<file path="config.mk">
export PLATFORM = sky130hd
export DESIGN_NAME = rv_dmem_bridge
export DESIGN_NICKNAME = d
export VERILOG_FILES = /design/src/rtl/rv_dmem_bridge.sv
export SDC_FILE = /design/constraint.sdc
export NUM_CORES = 1
export LEC_CHECK = 0
export CORE_AREA = 2 2 116 118
export DETAILED_ROUTE_END_ITERATION = 12
export DIE_AREA = 0 0 118 120
export PLACE_DENSITY = 0.83
export REMOVE_ABC_BUFFERS = 1
export SYNTH_ARGS = -nofsm -noshare
export SYNTH_HDL_FRONTEND = slang
export SYNTH_SLANG_ARGS = --single-unit
</file>
<file path="constraint.sdc">
create_clock -name clk_i -period 2.4 [get_ports clk_i]
set_input_delay 0.72 -clock clk_i [delete_from_list [all_inputs] [get_ports clk_i]]
set_output_delay 0.72 -clock clk_i [all_outputs]
set_load 0.05 [all_outputs]
</file>
<file path="src/rtl/rv_dmem_bridge.sv">
// ---------------------------------------------------------------------------
// rv_dmem_bridge
//
// Data-memory responder for the core's load/store path. Each load or store
// request from the execute stage becomes exactly one Wishbone-classic bus
// cycle. The raw 32-bit read word and single-cycle completion strobes are
// handed back to the writeback stage. A bus timeout makes sure a dead slave
// cannot stall the pipeline forever.
//
// Parameters
//   TIMEOUT_CYCLES : stb-high cycles to wait for ack/err before the cycle is
//                    forcibly terminated as an error (0 disables the timeout)
//   ERR_DATA       : word returned on dm_data_l_o when a load errors out
//
// Ports
//   clk_i, rst_n_i      : core clock, asynchronous active-low reset
//   dm_addr_i           : byte address of the request
//   dm_data_s_i         : store data, already lane aligned
//   dm_data_select_i    : byte lane enables for stores
//   dm_load_i           : load request pulse
//   dm_store_i          : store request pulse (wins over a coincident load)
//   dm_ready_o          : high while idle and able to accept a request
//   dm_data_l_o         : raw read word of the most recent completed load
//   dm_load_done_o      : one-cycle load completion strobe
//   dm_store_done_o     : one-cycle store completion strobe
//   dm_bus_error_o      : one-cycle error strobe, coincident with done
//   bus_cyc_o/bus_stb_o : Wishbone cycle / strobe
//   bus_we_o            : Wishbone write enable
//   bus_adr_o           : word-aligned Wishbone address
//   bus_sel_o           : Wishbone byte selects
//   bus_dat_o           : Wishbone write data
//   bus_dat_i           : Wishbone read data
//   bus_ack_i/bus_err_i : slave acknowledge / slave error
// ---------------------------------------------------------------------------
module rv_dmem_bridge #(
  parameter int unsigned TIMEOUT_CYCLES = 255,
  parameter logic [31:0] ERR_DATA       = 32'hDEADBEEF
) (
  input  logic        clk_i,
  input  logic        rst_n_i,
  input  logic [31:0] dm_addr_i,
  input  logic [31:0] dm_data_s_i,
  input  logic [3:0]  dm_data_select_i,
  input  logic        dm_load_i,
  input  logic        dm_store_i,
  output logic        dm_ready_o,
  output logic [31:0] dm_data_l_o,
  output logic        dm_load_done_o,
  output logic        dm_store_done_o,
  output logic        dm_bus_error_o,
  output logic        bus_cyc_o,
  output logic        bus_stb_o,
  output logic        bus_we_o,
  output logic [31:0] bus_adr_o,
  output logic [3:0]  bus_sel_o,
  output logic [31:0] bus_dat_o,
  input  logic [31:0] bus_dat_i,
  input  logic        bus_ack_i,
  input  logic        bus_err_i
);

  typedef enum logic {
    IDLE = 1'b0,
    BUSY = 1'b1
  } state_t;

  // Counter value on which the timeout fires; the counter is 0 in the first
  // stb-high cycle, so firing on TIMEOUT_CYCLES-1 gives exactly
  // TIMEOUT_CYCLES stb-high cycles before the forced termination.
  localparam logic        TMO_EN   = (TIMEOUT_CYCLES != 0);
  localparam logic [31:0] TMO_LAST = 32'(TIMEOUT_CYCLES - 32'd1);

  state_t      r_state;
  state_t      w_state_nxt;
  logic        r_cyc;
  logic        w_cyc_nxt;
  logic        r_we;
  logic        w_we_nxt;
  logic [31:0] r_adr;
  logic [31:0] w_adr_nxt;
  logic [3:0]  r_sel;
  logic [3:0]  w_sel_nxt;
  logic [31:0] r_dat;
  logic [31:0] w_dat_nxt;
  logic [31:0] r_data_l;
  logic [31:0] w_data_l_nxt;
  logic        r_load_done;
  logic        w_load_done_nxt;
  logic        r_store_done;
  logic        w_store_done_nxt;
  logic        r_bus_error;
  logic        w_bus_error_nxt;
  logic [31:0] r_tmo;
  logic [31:0] w_tmo_nxt;

  logic        w_tmo_hit;
  logic        w_finish;
  logic        w_fail;
  logic        w_unused;

  // The low address bits only matter to the writeback byte/half extraction.
  assign w_unused = &{1'b0, dm_addr_i[1:0]};

  // An err (or a timeout not rescued by an ack in the same cycle) ends the
  // cycle as a failure; err beats a simultaneous ack.
  assign w_tmo_hit = TMO_EN && (r_tmo == TMO_LAST);
  assign w_finish  = bus_ack_i | bus_err_i | w_tmo_hit;
  assign w_fail    = bus_err_i | (~bus_ack_i & w_tmo_hit);

  assign dm_ready_o      = (r_state == IDLE);
  assign bus_cyc_o       = r_cyc;
  assign bus_stb_o       = r_cyc;
  assign bus_we_o        = r_we;
  assign bus_adr_o       = r_adr;
  assign bus_sel_o       = r_sel;
  assign bus_dat_o       = r_dat;
  assign dm_data_l_o     = r_data_l;
  assign dm_load_done_o  = r_load_done;
  assign dm_store_done_o = r_store_done;
  assign dm_bus_error_o  = r_bus_error;

  always_comb begin
    w_state_nxt      = r_state;
    w_cyc_nxt        = r_cyc;
    w_we_nxt         = r_we;
    w_adr_nxt        = r_adr;
    w_sel_nxt        = r_sel;
    w_dat_nxt        = r_dat;
    w_data_l_nxt     = r_data_l;
    w_load_done_nxt  = 1'b0;
    w_store_done_nxt = 1'b0;
    w_bus_error_nxt  = 1'b0;
    w_tmo_nxt        = r_tmo;

    case (r_state)
      IDLE: begin
        // Ack/err seen here belong to nobody and are ignored.
        if (dm_store_i) begin
          w_adr_nxt   = {dm_addr_i[31:2], 2'b00};
          w_dat_nxt   = dm_data_s_i;
          w_sel_nxt   = dm_data_select_i;
          w_we_nxt    = 1'b1;
          w_cyc_nxt   = 1'b1;
          w_tmo_nxt   = 32'd0;
          w_state_nxt = BUSY;
        end else if (dm_load_i) begin
          w_adr_nxt   = {dm_addr_i[31:2], 2'b00};
          w_sel_nxt   = 4'hF;
          w_we_nxt    = 1'b0;
          w_cyc_nxt   = 1'b1;
          w_tmo_nxt   = 32'd0;
          w_state_nxt = BUSY;
        end
      end

      BUSY: begin
        // Request inputs are deliberately not looked at while busy.
        if (w_finish) begin
          w_state_nxt     = IDLE;
          w_cyc_nxt       = 1'b0;
          w_we_nxt        = 1'b0;
          w_bus_error_nxt = w_fail;
          if (r_we) begin
            w_store_done_nxt = 1'b1;
          end else begin
            w_load_done_nxt = 1'b1;
            w_data_l_nxt    = w_fail ? ERR_DATA : bus_dat_i;
          end
        end else begin
          w_tmo_nxt = r_tmo + 32'd1;
        end
      end

      default: begin
        w_state_nxt = IDLE;
        w_cyc_nxt   = 1'b0;
        w_we_nxt    = 1'b0;
      end
    endcase
  end

  always_ff @(posedge clk_i or negedge rst_n_i) begin
    if (!rst_n_i) begin
      r_state      <= IDLE;
      r_cyc        <= 1'b0;
      r_we         <= 1'b0;
      r_adr        <= 32'd0;
      r_sel        <= 4'd0;
      r_dat        <= 32'd0;
      r_data_l     <= 32'd0;
      r_load_done  <= 1'b0;
      r_store_done <= 1'b0;
      r_bus_error  <= 1'b0;
      r_tmo        <= 32'd0;
    end else begin
      r_state      <= w_state_nxt;
      r_cyc        <= w_cyc_nxt;
      r_we         <= w_we_nxt;
      r_adr        <= w_adr_nxt;
      r_sel        <= w_sel_nxt;
      r_dat        <= w_dat_nxt;
      r_data_l     <= w_data_l_nxt;
      r_load_done  <= w_load_done_nxt;
      r_store_done <= w_store_done_nxt;
      r_bus_error  <= w_bus_error_nxt;
      r_tmo        <= w_tmo_nxt;
    end
  end

endmodule
</file>
==> key figures, run 1 <==
Yosys
  – Top_reg_cell synth: dfrtp_1
  – Synth area leader: dfrtp_1
  – Sequential area share after synthesis: between 50% and 60%
  – Post-synthesis mux area share: 0%
  – Adder-Cell Fraction of Synth Area: less than 1%
  – Cell variety after synth: 47
  – Synth Instances: 593
  – Avg Synthesized Cell Area: just under 10 µm²
  – Post-synthesis simple-gate area fraction: around a quarter
  – Main combinational cell family by area after synthesis: simple AND/OR/NAND/NOR gates
  – Ranking of synthesized cells by area: dfrtp_1 59%, nand2_1 14%, o22a_1 4.3%
  – Seq cells post-synth: between 100 and 150
  – Cell area after synthesis: 5740 µm²
  – Area fraction of the dominant cell type after synthesis: approximately 59%
  – Synth Area in Compound Gates: between 10% and 20%
  – Post-synth EDFFs: 0
  – Share of synthesized registers carrying an async set or reset: between 90% and 100%
  – Synth Area in XOR/XNOR: 0%
  – Most common cell in the netlist: nand2_1
  – Most frequent cells after synthesis: 213 x nand2_1, 136 x dfrtp_1, 28 x o22a_1
  – YS warnings: 0

Finish
  – Final net count: 924
  – P&R area growth vs syn: 52.4%
  – Layout cells sized above 1: between 9 and 10%

Drt
  – Initial drt markers: 486
  – Wire length on met3: around 1.2 mm
  – M1 wire length: approximately 6.9 mm
  – DRC Markers: 0
  – Wire per inst: ~18 µm
  – Final WL: around 18 mm
  – Routed vias/inst: about 5.4
  – Met2 wire len: approximately 9.2 mm
  – DRT antenna net count: 0
  – Vias: ~5400
  – Drt pass-1 iters: 5
  – Top Metal Used: met4

Worst setup path
  – Crit Path Category: reg -> out
  – CP arrival: 1650 ps
  – Top delay family on crit path: buffers and inverters
  – CP max stage cell: clkdlybuf4s50_1
  – Worst Path Required: ~1700 ps
  – Worst path bufs/invs: 1
  – R2R setup slack: about 60 ps
  – Worst setup EP type: output port
  – Crit start category: register
  – Cell Chain, Critical Path: clkdlybuf4s50_1
  – Largest fanout on the critical path: 2
  – CP peak stage delay: approximately 860 ps

Timing
  – Slew headroom: between 50% and 60%
  – Tcrit/Tclk final: a little over nine tenths
  – Slew @ Worst Pin: 599 ps
  – Slew Limit Fails: 0
  – Worst Slack Setup Final: between 30 and 40 ps
  – Final hold slack: around 240 ps
  – Worst Clk Skew: around 7.5 ps
  – Final number of setup-violating endpoints: 0
  – Final Hold Viols: 0
  – Max Clock Freq: around 420 MHz
  – Fin crit period: ~2400 ps

Placed design
  – I/O Buffers: roughly 210
  – Detailed placement HPWL: 12.5 mm
  – RD Place Congestion: a little over 0.9
  – Place WS: -24.0 ps

Clock tree
  – TritonCTS Buffers: 17
  – H-tree level count: 4
  – Clock Tree Buf Depth: 2
  – Root Buffer: clkbuf_16
  – Worst-path clk slew: about 60 ps
  – Hold-fix buffers at CTS: 0
  – Clock sink count: 136
  – Clk_lat worst skew: between 400 and 500 ps
  – CTS tree: yes

Floorplan
  – CORE AREA: around 13000 µm²
  – Die width: around 120 µm
  – DIE AREA: approximately 14000 µm²
  – Initial Utilization: about 44%
  – Die Y: 120 µm
  – I/O pins: approximately 210
  – Rows: 42

Global route
  – GRT Total Usage: 25.2%
  – Largest net degree at the start of global routing: ~50
  – Global route total overflow: 0
  – First-pass GRT wire length: 28.4 mm
  – Vias in the first global route: around 5400
  – Initial antenna violation count: 1

Pwr
  – IR drop worst, VDD: roughly 0.5 mV
  – Pwr/cell area: around 1100 nW/µm²
  – Cell leakage power: approximately 3.9 nW
  – Total power draw: 0.00929 W

Min path
  – Hold crit path type: in -> async

Run status
  – Status: complete, no violations

Run
  – MaxCap Viol Count: 0
==> per-stage QoR <==
| step | util [%] | TNS (ps) | instances | instance area, µm² |
|---|---|---|---|---|
| global route | 67.4 | -2310 | 1006 | 8750 |
| CTS | 67.3 | 0 | 1005 | 8740 |
| detailed placement | 62.7 | -70.6 | 973 | 8140 |
| global placement | 62.7 | 0 | 973 | 8140 |
| finish | 67.4 | 0 | 1006 | 8750 |
| floorplan | - | -13300 | 561 | 5580 |
==> kinds of logic after synthesis <==
family / after synthesis
simple gates: 308
other cells: 1
flops: 136
buf+inv: 39
fa+ha+maj: 2
compound gates: 107
==> area by class of cell <==
cell class,instances,area (µm²)
Timing Repair Buffer,236,2330
Inverter,6,22.5
Antenna cell,1,2.50
Tap cell,176,220
Fill cell,945,4230
Clock buffer,18,439
Sequential cell,136,3400
Clock inverter,14,164
Multi-Input combinational cell,419,2170
==> sequential cells by signal, indices dropped and copies added, names as in the netlist <==
signal,cells
r_tmo,32
dm_load_done_o,1
bus_cyc_o,1
bus_sel_o,4
bus_dat_o,32
dm_data_l_o,32
r_state,1
bus_adr_o,30
dm_store_done_o,1
bus_we_o,1
dm_bus_error_o,1
==> cell usage in the layout (no fill, tap or decap), drive strengths merged, types with 2 or more instances in the layout <==
cell / synthesis / final
bufinv: 0 / 2
or3: 7 / 7
nor4b: 2 / 2
nor4: 6 / 6
o21a: 2 / 2
dfrtp: 136 / 136
o22a: 28 / 28
or2: 2 / 2
and3: 11 / 11
nor3b: 2 / 2
a31oi: 19 / 19
conb: 1 / 2
and2: 4 / 4
o21ai: 19 / 19
nand2b: 2 / 2
ha: 2 / 2
nand3: 13 / 13
a41oi: 2 / 2
a21oi: 16 / 16
buf: 15 / 31
clkinv: 1 / 5
a21o: 7 / 7
nor2: 21 / 21
inv: 5 / 10
nor3: 12 / 12
a22o: 8 / 8
clkinvlp: 0 / 3
and4: 3 / 3
nand2: 214 / 214
nand4: 7 / 7
clkdlybuf4s50: 0 / 205
clkbuf: 18 / 18
==> power by group <==
group	leakage (nW)	internal [W]	switching (W)
Sequential	1.67	0.00274	0.000281
Clock	0.286	0.00158	0.00106
Combinational	1.97	0.00122	0.00240
Total	3.93	0.00554	0.00374
==> layer usage <==
metal / vias up / track usage [%]
met5: - / 0
met4: 0 / 8.66
met3: 38 / 6.18
met2: 251 / 44.1
met1: 2633 / 30.4
li1: 2476 / -
==> final timing paths <==
check / end / depth (start not counted) / from
max: bus_adr_o[27] / 1 / bus_adr_o[27]
min: r_tmo[4] / 1 / rst_n_i
max reg2reg: r_tmo[6] / 9 / r_tmo[0]
min reg2reg: bus_adr_o[3] / 2 / bus_adr_o[3]
max in group asynchronous: r_tmo[22] / 2 / rst_n_i
min in group clk_i: bus_adr_o[3] / 2 / bus_adr_o[3]
==> timing repair <==
item,CTS,global route
buffers inserted,0,0
resized for setup,0,1
endpoints found under the setup margin,0,64
Note: power is estimated with default switching activity, not from simulation.
==> inputs of run 2 (changes only) <==
--- a/config.mk
+++ b/config.mk
@@ -9,7 +9,6 @@
 export DETAILED_ROUTE_END_ITERATION = 12
 export DIE_AREA = 0 0 118 120
 export PLACE_DENSITY = 0.83
-export REMOVE_ABC_BUFFERS = 1
 export SYNTH_ARGS = -nofsm -noshare
 export SYNTH_HDL_FRONTEND = slang
 export SYNTH_SLANG_ARGS = --single-unit
==> key figures, run 2 (synthesis gave the netlist of run 1 again) <==
Global route
  – Largest net degree at the start of global routing: 51 (unchanged)
  – Global route total overflow: 0 (unchanged)
  – GRT Total Usage: 23.3% (was 25.2%)
  – First-pass GRT wire length: 26.3 mm (was 28.4 mm)
  – Vias in the first global route: 5377 (was 5439)
  – Met1 usage in global routing: 28.7% (was 30.4%)
  – Initial antenna violation count: 0 (was 1)
  – Met3 Use GR: 8.41% (was 6.18%)
  – Gr busiest metal: met2 (unchanged)
  – Met2 Use GR: 38.1% (was 44.1%)

Clock tree
  – H-tree level count: 4 (unchanged)
  – CTS tree: yes (unchanged)
  – Root Buffer: clkbuf_16 (unchanged)
  – Clock sink count: 136 (unchanged)
  – TritonCTS Buffers: 17 (unchanged)
  – Clk_lat worst skew: 420 ps (about the same)
  – Worst-path clk slew: 60 ps (about the same)
  – Clock Tree Buf Depth: 2 (unchanged)
  – Hold-fix buffers at CTS: 0 (unchanged)
  – Setup Buffers After CTS: 0 (unchanged)

Worst setup path
  – Worst Path Required: 1680 ps (about the same)
  – Crit Path Category: reg -> out (unchanged)
  – Largest fanout on the critical path: 2 (unchanged)
  – CP arrival: 1610 ps (was 1650 ps)
  – R2R setup slack: 150 ps (was 60 ps)
  – R2r startpoint: r_tmo[1] (was r_tmo[0])
  – Worst setup EP type: output port (unchanged)
  – CP peak stage delay: 830 ps (was 860 ps)
  – CP max stage cell: clkdlybuf4s50_1 (unchanged)
  – Top delay family on crit path: buffers and inverters (unchanged)
  – Worst reg2reg endpoint: r_tmo[18] (was r_tmo[6])
  – Crit start category: register (unchanged)
  – Worst path bufs/invs: 1 (unchanged)
  – Cell Chain, Critical Path: clkdlybuf4s50_1 (unchanged)
  – Worst reg2reg path depth: 7 (was 9)
  – Critical Path Start: bus_adr_o[12] (was bus_adr_o[27])

Timing
  – Final number of setup-violating endpoints: 0 (unchanged)
  – Tcrit/Tclk final: 97.2% (was 98.7%)
  – Slew Limit Fails: 0 (unchanged)
  – Final Hold Viols: 0 (unchanged)
  – Max Clock Freq: 428 MHz (was 422 MHz)
  – Worst Clk Skew: 9.16 ps (was 7.45 ps)
  – Slew headroom: 63.7% (was 59.9%)
  – Fin crit period: 2330 ps (was 2370 ps)
  – RSZ-0062 raised after global routing: no
  – Final hold slack: 240 ps (was 244 ps)
  – Slew @ Worst Pin: 542 ps (was 599 ps)

Min path
  – Hold crit path type: in -> async (unchanged)

Drt
  – Vias: 5233 (was 5398)
  – Initial drt markers: 414 (was 486)
  – Drt pass-1 iters: 5 (unchanged)
  – Final WL: 16.2 mm (was 17.8 mm)
  – Wire per inst: 16.1 µm (was 17.7 µm)
  – DRC Markers: 0 (unchanged)
  – Routed vias/inst: 5.21 (was 5.37)
  – DRT antenna net count: 0 (unchanged)

Pwr
  – IR drop worst, VDD: 0.760 mV (was 0.489 mV)
  – Cell leakage power: 3.97 nW (was 3.93 nW)
  – Total power draw: 0.00932 W (was 0.00929 W)
  – Pwr/cell area: 1060 nW/µm² (about the same)

Run status
  – Status: complete, no violations (unchanged)

Placed design
  – RD Place Congestion: 0.858 (was 0.928)
  – Post-DP Area: 8130 µm² (was 8140 µm²)
  – I/O Buffers: 208 (unchanged)
  – Detailed placement HPWL: 11.5 mm (was 12.5 mm)

Run
  – MaxCap Viol Count: 0 (unchanged)

Finish
  – Fill cells: 957 (was 945)
  – Design Area, Final: 8760 µm² (was 8750 µm²)
  – Sequential Area: 3400 µm² (unchanged)
  – Commonest non-fill, non-tap cell in the layout: nand2_1 (unchanged)
  – Layout cells sized above 1: 9.78% (was 9.89%)
  – Ant diodes: 0 (was 1)
  – Area occupied by multi-input gates: 2170 µm² (unchanged)
  – Commonest cells after routing, fill and taps aside: 213 x nand2_1, 201 x clkdlybuf4s50_1, 136 x dfrtp_1 (was 213 x nand2_1, 205 x clkdlybuf4s50_1, 136 x dfrtp_1)
  – P&R area growth vs syn: 52.6% (was 52.4%)
  – Final net count: 923 (was 924)

Floorplan
  – DIE AREA: 14200 µm² (unchanged)
  – Initial Utilization: 44.2% (unchanged)
  – Rows: 42 (unchanged)
  – Die width: 118 µm (unchanged)
  – CORE AREA: 13000 µm² (unchanged)
  – Die Y: 120 µm (unchanged)
  – I/O pins: 213 (unchanged)
==> run 2: worst max path at each step <==
| stage | to | cells past startpoint |
|---|---|---|
| after floorplan | dm_data_l_o[0] | 6 |
| after global placement | r_tmo[10] | 7 |
| after detailed placement | r_tmo[10] | 7 |
| after CTS | bus_adr_o[21] | 1 |
| after global routing | bus_adr_o[29] | 1 |
| final | bus_adr_o[12] | 1 |
==> run 2: cell type report <==
cell class              instances  area share (%)
multi-input cells             419            24.8
repair buffers                235            26.5
well taps                     176            2.51
flip-flops and latches        136            38.8
clock buffers                  20            5.21
inverters                       6           0.257
clock inverters                12            1.88
==> run 2: power by group <==
part / switching (W) / internal [W] / total (W)
combinational: 0.00237 / 0.00121 / 0.00358
clock: 0.00102 / 0.00170 / 0.00272
sequential: 0.000275 / 0.00274 / 0.00302
total: 0.00366 / 0.00566 / 0.00932
==> run 2: what timing repair did <==
item	in CTS	in global routing
endpoints found under the hold margin	0	0
gates resized for setup	0	4
endpoints found under the setup margin	0	5
==> run 2: stage by stage <==
| stage | setup slack, ps | cells | setup TNS [ps] | utilization, % |
|---|---|---|---|---|
| finish | 66.3 | 1004 | 0 | 67.5 |
| global route | 11.2 | 1004 | 0 | 67.5 |
| CTS | 11.3 | 1004 | 0 | 67.4 |
| detailed placement | -44.3 | 972 | -44.3 | 62.6 |
| global placement | 43.7 | 972 | 0 | 62.6 |
| floorplan | 413 | 594 | 0 | - |
==> run 2: layer usage <==
metal,part of all wire (%),routed length (µm)
met1,41,6600
met2,50,8050
met3,7.8,1250
met4,1.6,257
met5,0,0
==> inputs of run 3 (changes only) <==
--- a/config.mk
+++ b/config.mk
@@ -8,7 +8,9 @@
 export CORE_AREA = 2 2 116 118
 export DETAILED_ROUTE_END_ITERATION = 12
 export DIE_AREA = 0 0 118 120
+export GPL_TIMING_DRIVEN = 1
 export PLACE_DENSITY = 0.83
+export SLEW_MARGIN = 20
 export SYNTH_ARGS = -nofsm -noshare
 export SYNTH_HDL_FRONTEND = slang
 export SYNTH_SLANG_ARGS = --single-unit
==> results of run 3 <==
Final layout, timing and power as in run 2 (identical DEF).
